**src/rtl/window_counter_pkg.sv**
```systemverilog
// ---------------------------------------------------------------------------
// window_counter_pkg
// Shared types and constants for the window_counter block.
//   state_t      : FSM state encoding (ST_RUN / ST_HOLD)
//   DIR_UP/DOWN  : encodings of the `up` direction input
//   LIM_WRAP/SAT : encodings of the `sat` limit-mode input
// ---------------------------------------------------------------------------
package window_counter_pkg;

   typedef logic [0:0] state_t;

   localparam state_t ST_RUN  = 1'b0;
   localparam state_t ST_HOLD = 1'b1;

   localparam logic DIR_UP   = 1'b1;
   localparam logic DIR_DOWN = 1'b0;

   localparam logic LIM_WRAP = 1'b0;
   localparam logic LIM_SAT  = 1'b1;

endpackage

```
**src/rtl/window_counter_if.sv**
```systemverilog
// ---------------------------------------------------------------------------
// window_counter_if
// Control/status bundle of the window counter.
//   Controls (master -> slave): clr, load, load_val, en, up, sat, oneshot,
//                               lo, hi
//   Status   (slave -> master): q, in_window, tc, ovf, holding
// The counter itself connects through the slave modport.
// ---------------------------------------------------------------------------
interface window_counter_if
   import window_counter_pkg::*;
#(
   parameter int WIDTH = 4
);
   logic             clr;
   logic             load;
   logic [WIDTH-1:0] load_val;
   logic             en;
   logic             up;
   logic             sat;
   logic             oneshot;
   logic [WIDTH-1:0] lo;
   logic [WIDTH-1:0] hi;

   logic [WIDTH-1:0] q;
   logic             in_window;
   logic             tc;
   logic             ovf;
   logic             holding;

   modport master (
      output clr, load, load_val, en, up, sat, oneshot, lo, hi,
      input  q, in_window, tc, ovf, holding
   );

   modport slave (
      input  clr, load, load_val, en, up, sat, oneshot, lo, hi,
      output q, in_window, tc, ovf, holding
   );

endinterface

```
**src/rtl/window_counter_compare.sv**
```systemverilog
// ---------------------------------------------------------------------------
// window_compare
// Combinational inclusive range check: in_window_o = lo_i <= val_i <= hi_i.
// An inverted range (lo_i > hi_i) is treated as empty.
//   val_i       : value under test
//   lo_i, hi_i  : inclusive bounds
//   in_window_o : 1 when val_i lies inside the window
// ---------------------------------------------------------------------------
module window_compare
   import window_counter_pkg::*;
#(
   parameter int WIDTH = 4
)
(
   input  logic [WIDTH-1:0] val_i,
   input  logic [WIDTH-1:0] lo_i,
   input  logic [WIDTH-1:0] hi_i,
   output logic             in_window_o
);

   assign in_window_o = (lo_i <= hi_i) && (val_i >= lo_i) && (val_i <= hi_i);

endmodule

```
**src/rtl/window_counter.sv**
```systemverilog
// ---------------------------------------------------------------------------
// window_counter
// Up/down counter with load, wrap/saturate and one-shot modes, plus a
// registered window flag that always describes the current count.
//   clk   : clock, all state changes on the rising edge
//   reset : asynchronous active-low reset
//   bus   : window_counter_if slave (controls in, count/flags out)
// Priority each edge: reset > clr > load > count.
// ---------------------------------------------------------------------------
module window_counter
   import window_counter_pkg::*;
#(
   parameter int WIDTH = 4
)
(
   input  logic       clk,
   input  logic       reset,
   window_counter_if.slave bus
);

   logic [WIDTH-1:0] count_q, count_d;
   logic             in_window_q, in_window_d;
   logic             tc_q, tc_d;
   logic             ovf_q, ovf_d;
   state_t           state_q, state_d;

   logic [WIDTH-1:0] term_val;
   logic [WIDTH-1:0] stepped;
   logic             at_term;

   always_comb begin
      // Terminal follows the current direction input, so flipping `up`
      // moves the terminal immediately.
      term_val = (bus.up == DIR_UP) ? {WIDTH{1'b1}} : {WIDTH{1'b0}};
      // Modulo arithmetic: stepping past terminal is exactly the wrap value.
      stepped  = (bus.up == DIR_DOWN) ? count_q - 1'b1 : count_q + 1'b1;
      at_term  = (count_q == term_val);

      count_d = count_q;
      state_d = state_q;
      ovf_d   = ovf_q;
      tc_d    = 1'b0;

      if (bus.clr) begin
         count_d = '0;
         ovf_d   = 1'b0;
         state_d = ST_RUN;
      end else if (bus.load) begin
         count_d = bus.load_val;
         state_d = ST_RUN;
      end else if (state_q == ST_RUN && bus.en) begin
         if (!at_term) begin
            count_d = stepped;
            if (stepped == term_val) begin
               tc_d = 1'b1;
               if (bus.oneshot) begin
                  state_d = ST_HOLD;
               end
            end
         end else begin
            ovf_d = 1'b1;
            if (bus.oneshot) begin
               // One-shot parks on terminal whatever the limit mode.
               state_d = ST_HOLD;
            end else begin
               case (bus.sat)
                  LIM_WRAP: count_d = stepped;
                  LIM_SAT:  count_d = count_q;
               endcase
            end
         end
      end
   end

   // Window flag is evaluated on the next count so it lands with it.
   window_compare #(
      .WIDTH (WIDTH)
   ) u_compare (
      .val_i       (count_d),
      .lo_i        (bus.lo),
      .hi_i        (bus.hi),
      .in_window_o (in_window_d)
   );

   always_ff @(posedge clk or negedge reset) begin
      if (!reset) begin
         count_q     <= '0;
         in_window_q <= 1'b0;
         tc_q        <= 1'b0;
         ovf_q       <= 1'b0;
         state_q     <= ST_RUN;
      end else begin
         count_q     <= count_d;
         in_window_q <= in_window_d;
         tc_q        <= tc_d;
         ovf_q       <= ovf_d;
         state_q     <= state_d;
      end
   end

   assign bus.q         = count_q;
   assign bus.in_window = in_window_q;
   assign bus.tc        = tc_q;
   assign bus.ovf       = ovf_q;
   assign bus.holding   = (state_q == ST_HOLD);

endmodule

```
**src/flat_wrapper.sv**
```systemverilog
// flat-port wrapper written by rule: the top's interface ports become plain ports
module window_counter_flat import window_counter_pkg::*;
#(
   parameter int WIDTH = 4
)
  (clk, reset, bus_clr, bus_load, bus_load_val, bus_en, bus_up, bus_sat, bus_oneshot, bus_lo, bus_hi, bus_q, bus_in_window, bus_tc, bus_ovf, bus_holding);
  window_counter_if #(.WIDTH(WIDTH)) bus_i ();
  input  logic clk;
  input  logic reset;
  input wire logic [$bits(bus_i.clr)-1:0] bus_clr;
  input wire logic [$bits(bus_i.load)-1:0] bus_load;
  input wire logic [$bits(bus_i.load_val)-1:0] bus_load_val;
  input wire logic [$bits(bus_i.en)-1:0] bus_en;
  input wire logic [$bits(bus_i.up)-1:0] bus_up;
  input wire logic [$bits(bus_i.sat)-1:0] bus_sat;
  input wire logic [$bits(bus_i.oneshot)-1:0] bus_oneshot;
  input wire logic [$bits(bus_i.lo)-1:0] bus_lo;
  input wire logic [$bits(bus_i.hi)-1:0] bus_hi;
  output wire logic [$bits(bus_i.q)-1:0] bus_q;
  output wire logic [$bits(bus_i.in_window)-1:0] bus_in_window;
  output wire logic [$bits(bus_i.tc)-1:0] bus_tc;
  output wire logic [$bits(bus_i.ovf)-1:0] bus_ovf;
  output wire logic [$bits(bus_i.holding)-1:0] bus_holding;
  assign bus_i.clr = bus_clr;
  assign bus_i.load = bus_load;
  assign bus_i.load_val = bus_load_val;
  assign bus_i.en = bus_en;
  assign bus_i.up = bus_up;
  assign bus_i.sat = bus_sat;
  assign bus_i.oneshot = bus_oneshot;
  assign bus_i.lo = bus_lo;
  assign bus_i.hi = bus_hi;
  assign bus_q = bus_i.q;
  assign bus_in_window = bus_i.in_window;
  assign bus_tc = bus_i.tc;
  assign bus_ovf = bus_i.ovf;
  assign bus_holding = bus_i.holding;
  window_counter #(.WIDTH(WIDTH)) u_core (.clk(clk), .reset(reset), .bus(bus_i));
endmodule
```
**config.mk**
```make
export PLATFORM = sky130hd
export DESIGN_NAME = window_counter_flat
export DESIGN_NICKNAME = d
export VERILOG_FILES = /design/src/rtl/window_counter_pkg.sv /design/src/rtl/window_counter_if.sv /design/src/rtl/window_counter_compare.sv /design/src/rtl/window_counter.sv /design/src/flat_wrapper.sv
export SDC_FILE = /design/constraint.sdc
export NUM_CORES = 1
export LEC_CHECK = 0
export CORE_MARGIN = 8
export CORE_UTILIZATION = 44
export DETAILED_ROUTE_END_ITERATION = 8
export PLACE_DENSITY = 0.86
export SLEW_MARGIN = 30
export SYNTH_ARGS = -nofsm -noshare
export SYNTH_HDL_FRONTEND = slang
export SYNTH_HIERARCHICAL = 1
export SYNTH_SLANG_ARGS = --single-unit
```
**constraint.sdc**
```tcl
create_clock -name clk -period 3.1 [get_ports clk]
set_clock_uncertainty 0.2 [all_clocks]
set_input_delay 0.465 -clock clk [delete_from_list [all_inputs] [get_ports clk]]
set_output_delay 0.465 -clock clk [all_outputs]
set_load 0.005 [all_outputs]
```
==> impl_metrics.xml <==
<?xml version="1.0" encoding="UTF-8"?>
<metrics>
  <group name="run_status">
    <metric name="result_of_the_run" unit="">finished clean</metric>
  </group>
  <group name="logic_synthesis">
    <metric name="yosys_warnings" unit="">6</metric>
    <metric name="synthCells" unit="">96</metric>
    <metric name="synth.top_cells.by_area" unit="">sky130_fd_sc_hd__dfrtp_1 24%, sky130_fd_sc_hd__ha_1 21%, sky130_fd_sc_hd__inv_1 7.2%</metric>
    <metric name="synth_area" unit="sq um">830</metric>
    <metric name="synth_ff_type" unit="">sky130_fd_sc_hd__dfrtp_1</metric>
    <metric name="synth_top_area_frac" unit="">0.241</metric>
    <metric name="syn_area_cell" unit="sq um">8.64</metric>
    <metric name="synth-async-reset-ratio" unit="">1.00</metric>
    <metric name="yosys.area.top_type" unit="">sky130_fd_sc_hd__dfrtp_1</metric>
    <metric name="synthesis.nets" unit="">131</metric>
    <metric name="synth-seq-cells" unit="">8</metric>
    <metric name="post_synth_num_cell_types" unit="">33</metric>
    <metric name="count_of_flip_flops_with_a_built_in_enable_after_synthesis" unit="">0</metric>
    <metric name="synth.yosys.seq_area_share" unit="">0.241</metric>
  </group>
  <group name="power_and_ir_drop">
    <metric name="leakagePower" unit="nW">0.602</metric>
    <metric name="power_report.internal_total" unit="mW">0.267</metric>
    <metric name="power.ir.vdd_worst" unit="uV">254</metric>
    <metric name="switching_share" unit="">0.337</metric>
    <metric name="p_comb_frac" unit="">0.494</metric>
    <metric name="power_density" unit="nW/um^2">299</metric>
    <metric name="pwr-share-clk" unit="">0.202</metric>
    <metric name="netSwitchingPower" unit="mW">0.136</metric>
    <metric name="p_seq_frac" unit="">0.304</metric>
  </group>
  <group name="cts">
    <metric name="cts.sink_count" unit="">8</metric>
    <metric name="postCtsHoldBufs" unit="">0</metric>
    <metric name="ctsHtreeMaxLevel" unit="">1</metric>
    <metric name="worst_skew_pair.late_latency" unit="ps">260</metric>
    <metric name="cts_root_buffer" unit="">sky130_fd_sc_hd__clkbuf_4</metric>
    <metric name="cts_made_buffers" unit="">3</metric>
    <metric name="clkSlewWorstSetupHoldPaths" unit="ps">50</metric>
    <metric name="cts_max_path_buffers" unit="">2</metric>
    <metric name="clock_tree_from_tritoncts" unit="">yes</metric>
  </group>
  <group name="grt">
    <metric name="gr-total-overflow" unit="">0</metric>
    <metric name="vias_in_the_first_global_route" unit="">994</metric>
    <metric name="largest_net_degree_at_the_start_of_global_routing" unit="">9</metric>
    <metric name="antenna_found_initial" unit="">0</metric>
    <metric name="globalRouteTotalUtil" unit="">0.157</metric>
    <metric name="first_pass_grt_wire_length" unit="mm">4.26</metric>
  </group>
  <group name="drt">
    <metric name="wirelength" unit="mm">2.66</metric>
    <metric name="routed_wire_length_per_instance" unit="microns">16.1</metric>
    <metric name="vias" unit="">939</metric>
    <metric name="route.antenna.remaining_nets" unit="">0</metric>
    <metric name="dr.pass1.iters" unit="">4</metric>
    <metric name="drc" unit="">0</metric>
    <metric name="first_iter_violations" unit="">6</metric>
    <metric name="route.detailed.vias_per_inst" unit="">5.69</metric>
  </group>
  <group name="critical_path">
    <metric name="timing.rr.start" unit="">u_core/bus.q[0]</metric>
    <metric name="timing.critical_path.from_type" unit="">primary input</metric>
    <metric name="timing.setup.critical_path_class" unit="">primary input to flop</metric>
    <metric name="regToRegSetupSlack" unit="ps">110</metric>
    <metric name="number_of_cells_on_the_worst_reg_to_reg_path" unit="">8</metric>
    <metric name="crit_path_end_kind" unit="">flop</metric>
    <metric name="maximum_fanout_count_along_the_critical_path" unit="">6</metric>
    <metric name="worstReg2RegEnd" unit="">u_core/bus.in_window</metric>
    <metric name="required" unit="ps">3050</metric>
    <metric name="worst_ep_arrival_time" unit="ps">2970</metric>
  </group>
  <group name="sta">
    <metric name="worst_slew_margin_rel" unit="">0.701</metric>
    <metric name="postLayoutSetupSlackWorst" unit="ps">81.5</metric>
    <metric name="setup_tns" unit="ps">0</metric>
    <metric name="layout_worst_path_cycle_share" unit="">0.974</metric>
    <metric name="finalWorstPathRequiredPeriod" unit="ps">3020</metric>
    <metric name="timing_hold_violations_final" unit="">0</metric>
    <metric name="fmax_achieved" unit="MHz">331</metric>
    <metric name="timing_max_transition_violations_final" unit="">0</metric>
    <metric name="setup_viol_count_final" unit="">0</metric>
    <metric name="worst_slew_pin_slew" unit="ps">446</metric>
  </group>
  <group name="final_layout">
    <metric name="final_core_util" unit="">0.770</metric>
    <metric name="final.fill_count" unit="">130</metric>
    <metric name="final_layout_size_suffix_gt1_frac" unit="">0.236</metric>
    <metric name="layout_net_count" unit="">177</metric>
    <metric name="signed_area_change_from_the_synthesized_netlist_to_the_final_layout" unit="%">62.0</metric>
    <metric name="n_antenna_cell" unit="">0</metric>
  </group>
  <group name="placement">
    <metric name="placement.setup.worst_slack" unit="ps">-563</metric>
    <metric name="globalplace.congestion" unit="">0.920</metric>
    <metric name="place.detailed.hpwl" unit="mm">2.16</metric>
    <metric name="port_buffers" unit="">27</metric>
  </group>
  <group name="die">
    <metric name="die_y" unit="microns">59.4</metric>
    <metric name="die_width" unit="microns">59.4</metric>
    <metric name="pin_count" unit="">28</metric>
    <metric name="core_footprint" unit="sq um">1750</metric>
    <metric name="core.rowCount" unit="">15</metric>
    <metric name="starting_density" unit="">0.475</metric>
    <metric name="die_area" unit="sq um">3530</metric>
  </group>
  <group name="job">
    <metric name="cap_viol_max_count" unit="">0</metric>
  </group>
  <group name="min_path">
    <metric name="hold_crit_class" unit="">primary input to async pin</metric>
  </group>
</metrics>
## cell usage in the layout, fill, tap and decap left out, types with 3 or more instances in the layout
cell type	n
sky130_fd_sc_hd__nor3_1	4
sky130_fd_sc_hd__nand2_1	5
sky130_fd_sc_hd__dfrtp_1	8
sky130_fd_sc_hd__clkdlybuf4s50_1	26
sky130_fd_sc_hd__a21oi_1	4
sky130_fd_sc_hd__ha_1	12
sky130_fd_sc_hd__o211ai_1	3
sky130_fd_sc_hd__nor2_1	6
sky130_fd_sc_hd__buf_4	14
sky130_fd_sc_hd__inv_1	15
sky130_fd_sc_hd__clkbuf_4	3
## cells by family (layout without fill, tap and decap cells)
kind of cell / after synthesis / after routing / share of synthesized area
XOR/XNOR: 1 / 1 / 0.0106
AND/OR/NAND/NOR: 31 / 31 / 0.195
buffers and inverters: 16 / 60 / 0.0724
adder cells (fa/ha/maj): 15 / 15 / 0.235
flip-flops: 8 / 8 / 0.241
AO/OA/AOI/OAI: 25 / 25 / 0.246
## how the worst max path moves through the flow
| stage | endpoint | depth (start not counted) | startpoint | slack, ps |
|---|---|---|---|---|
| final | u_core/bus.in_window | 9 | bus_up | 80 |
| after global routing | u_core/bus.in_window | 12 | bus_up | -30 |
| after CTS | u_core/bus.in_window | 9 | bus_up | 70 |
| after detailed placement | u_core/bus.in_window | 12 | bus_up | -560 |
| after global placement | u_core/bus.in_window | 12 | bus_up | -470 |
| after floorplan | u_core/bus.in_window | 11 | bus_up | 200 |
## synth_stat cells (2+ instances only)
master / number
sky130_fd_sc_hd__inv_1: 16
sky130_fd_sc_hd__a211o_1: 2
sky130_fd_sc_hd__nand3_1: 2
sky130_fd_sc_hd__ha_1: 14
sky130_fd_sc_hd__o211ai_1: 3
sky130_fd_sc_hd__nand4_1: 2
sky130_fd_sc_hd__or4_1: 2
sky130_fd_sc_hd__o2111ai_1: 2
sky130_fd_sc_hd__or2_2: 2
sky130_fd_sc_hd__and3_1: 3
sky130_fd_sc_hd__nor3_1: 5
sky130_fd_sc_hd__o22ai_1: 2
sky130_fd_sc_hd__a21oi_1: 4
sky130_fd_sc_hd__o21ai_0: 2
sky130_fd_sc_hd__nor2_1: 6
sky130_fd_sc_hd__dfrtp_1: 8
sky130_fd_sc_hd__nand2_1: 5
## critical path, stage by stage
cell and delay, ps:
sky130_fd_sc_hd__clkdlybuf4s15_1 230, sky130_fd_sc_hd__buf_4 190, sky130_fd_sc_hd__fa_1 470, sky130_fd_sc_hd__or4_4 540
sky130_fd_sc_hd__o311ai_2 130, sky130_fd_sc_hd__ha_1 340, sky130_fd_sc_hd__a2111oi_4 370, sky130_fd_sc_hd__nor3_1 90
sky130_fd_sc_hd__and3_1 150
## sequential cells by signal, summed over array words and instances (netlist names)
name / count
u_core/bus.tc: 1
u_core/bus.in_window: 1
u_core/bus.ovf: 1
u_core/bus.holding: 1
u_core/bus.q: 4
## layout make-up
class	count	area (sq um)	share of cell area
Timing Repair Buffer	41	375	0.279
Clock buffer	3	22.5	0.0168
Inverter	16	60.1	0.0447
Multi-Input combinational cell	72	654	0.487
Tap cell	25	31.3	0.0233
Sequential cell	8	200	0.149
## through the flow
step | total power, mW | std cells | hold slack, ps | area (sq um)
3_3_place_gp | 0.287 | 161 | 331 | 1230
3_5_place_dp | 0.295 | 161 | 386 | 1230
5_1_grt | 0.428 | 165 | 295 | 1340
4_1_cts | 0.387 | 165 | 275 | 1290
2_1_floorplan | 0.204 | 96 | -30.6 | 830
6_report | 0.402 | 165 | 269 | 1340
## routing by layer
layer,global-route usage,share of wire
met1,0.141,0.37
met2,0.317,0.55
met3,0.0347,0.051
met4,0.0717,0.029
met5,0,0
## power by group through the flow
stage / Sequential (mW) / Combinational (mW) / Clock, mW
after floorplan: 0.121 / 0.0838 / 0
after global placement: 0.122 / 0.166 / 0
after detailed placement: 0.122 / 0.173 / 0
after CTS: 0.121 / 0.182 / 0.0838
after global routing: 0.123 / 0.216 / 0.0892
final: 0.122 / 0.199 / 0.0814
## what timing repair did
action / CTS / global route
endpoints found under the setup margin: 1 / 1
hold endpoints to repair: 0 / 0
pin swaps: 4 / 3
buffers inserted: 1 / 0
resized for setup: 7 / 9
(Power assumes the default switching activity.)
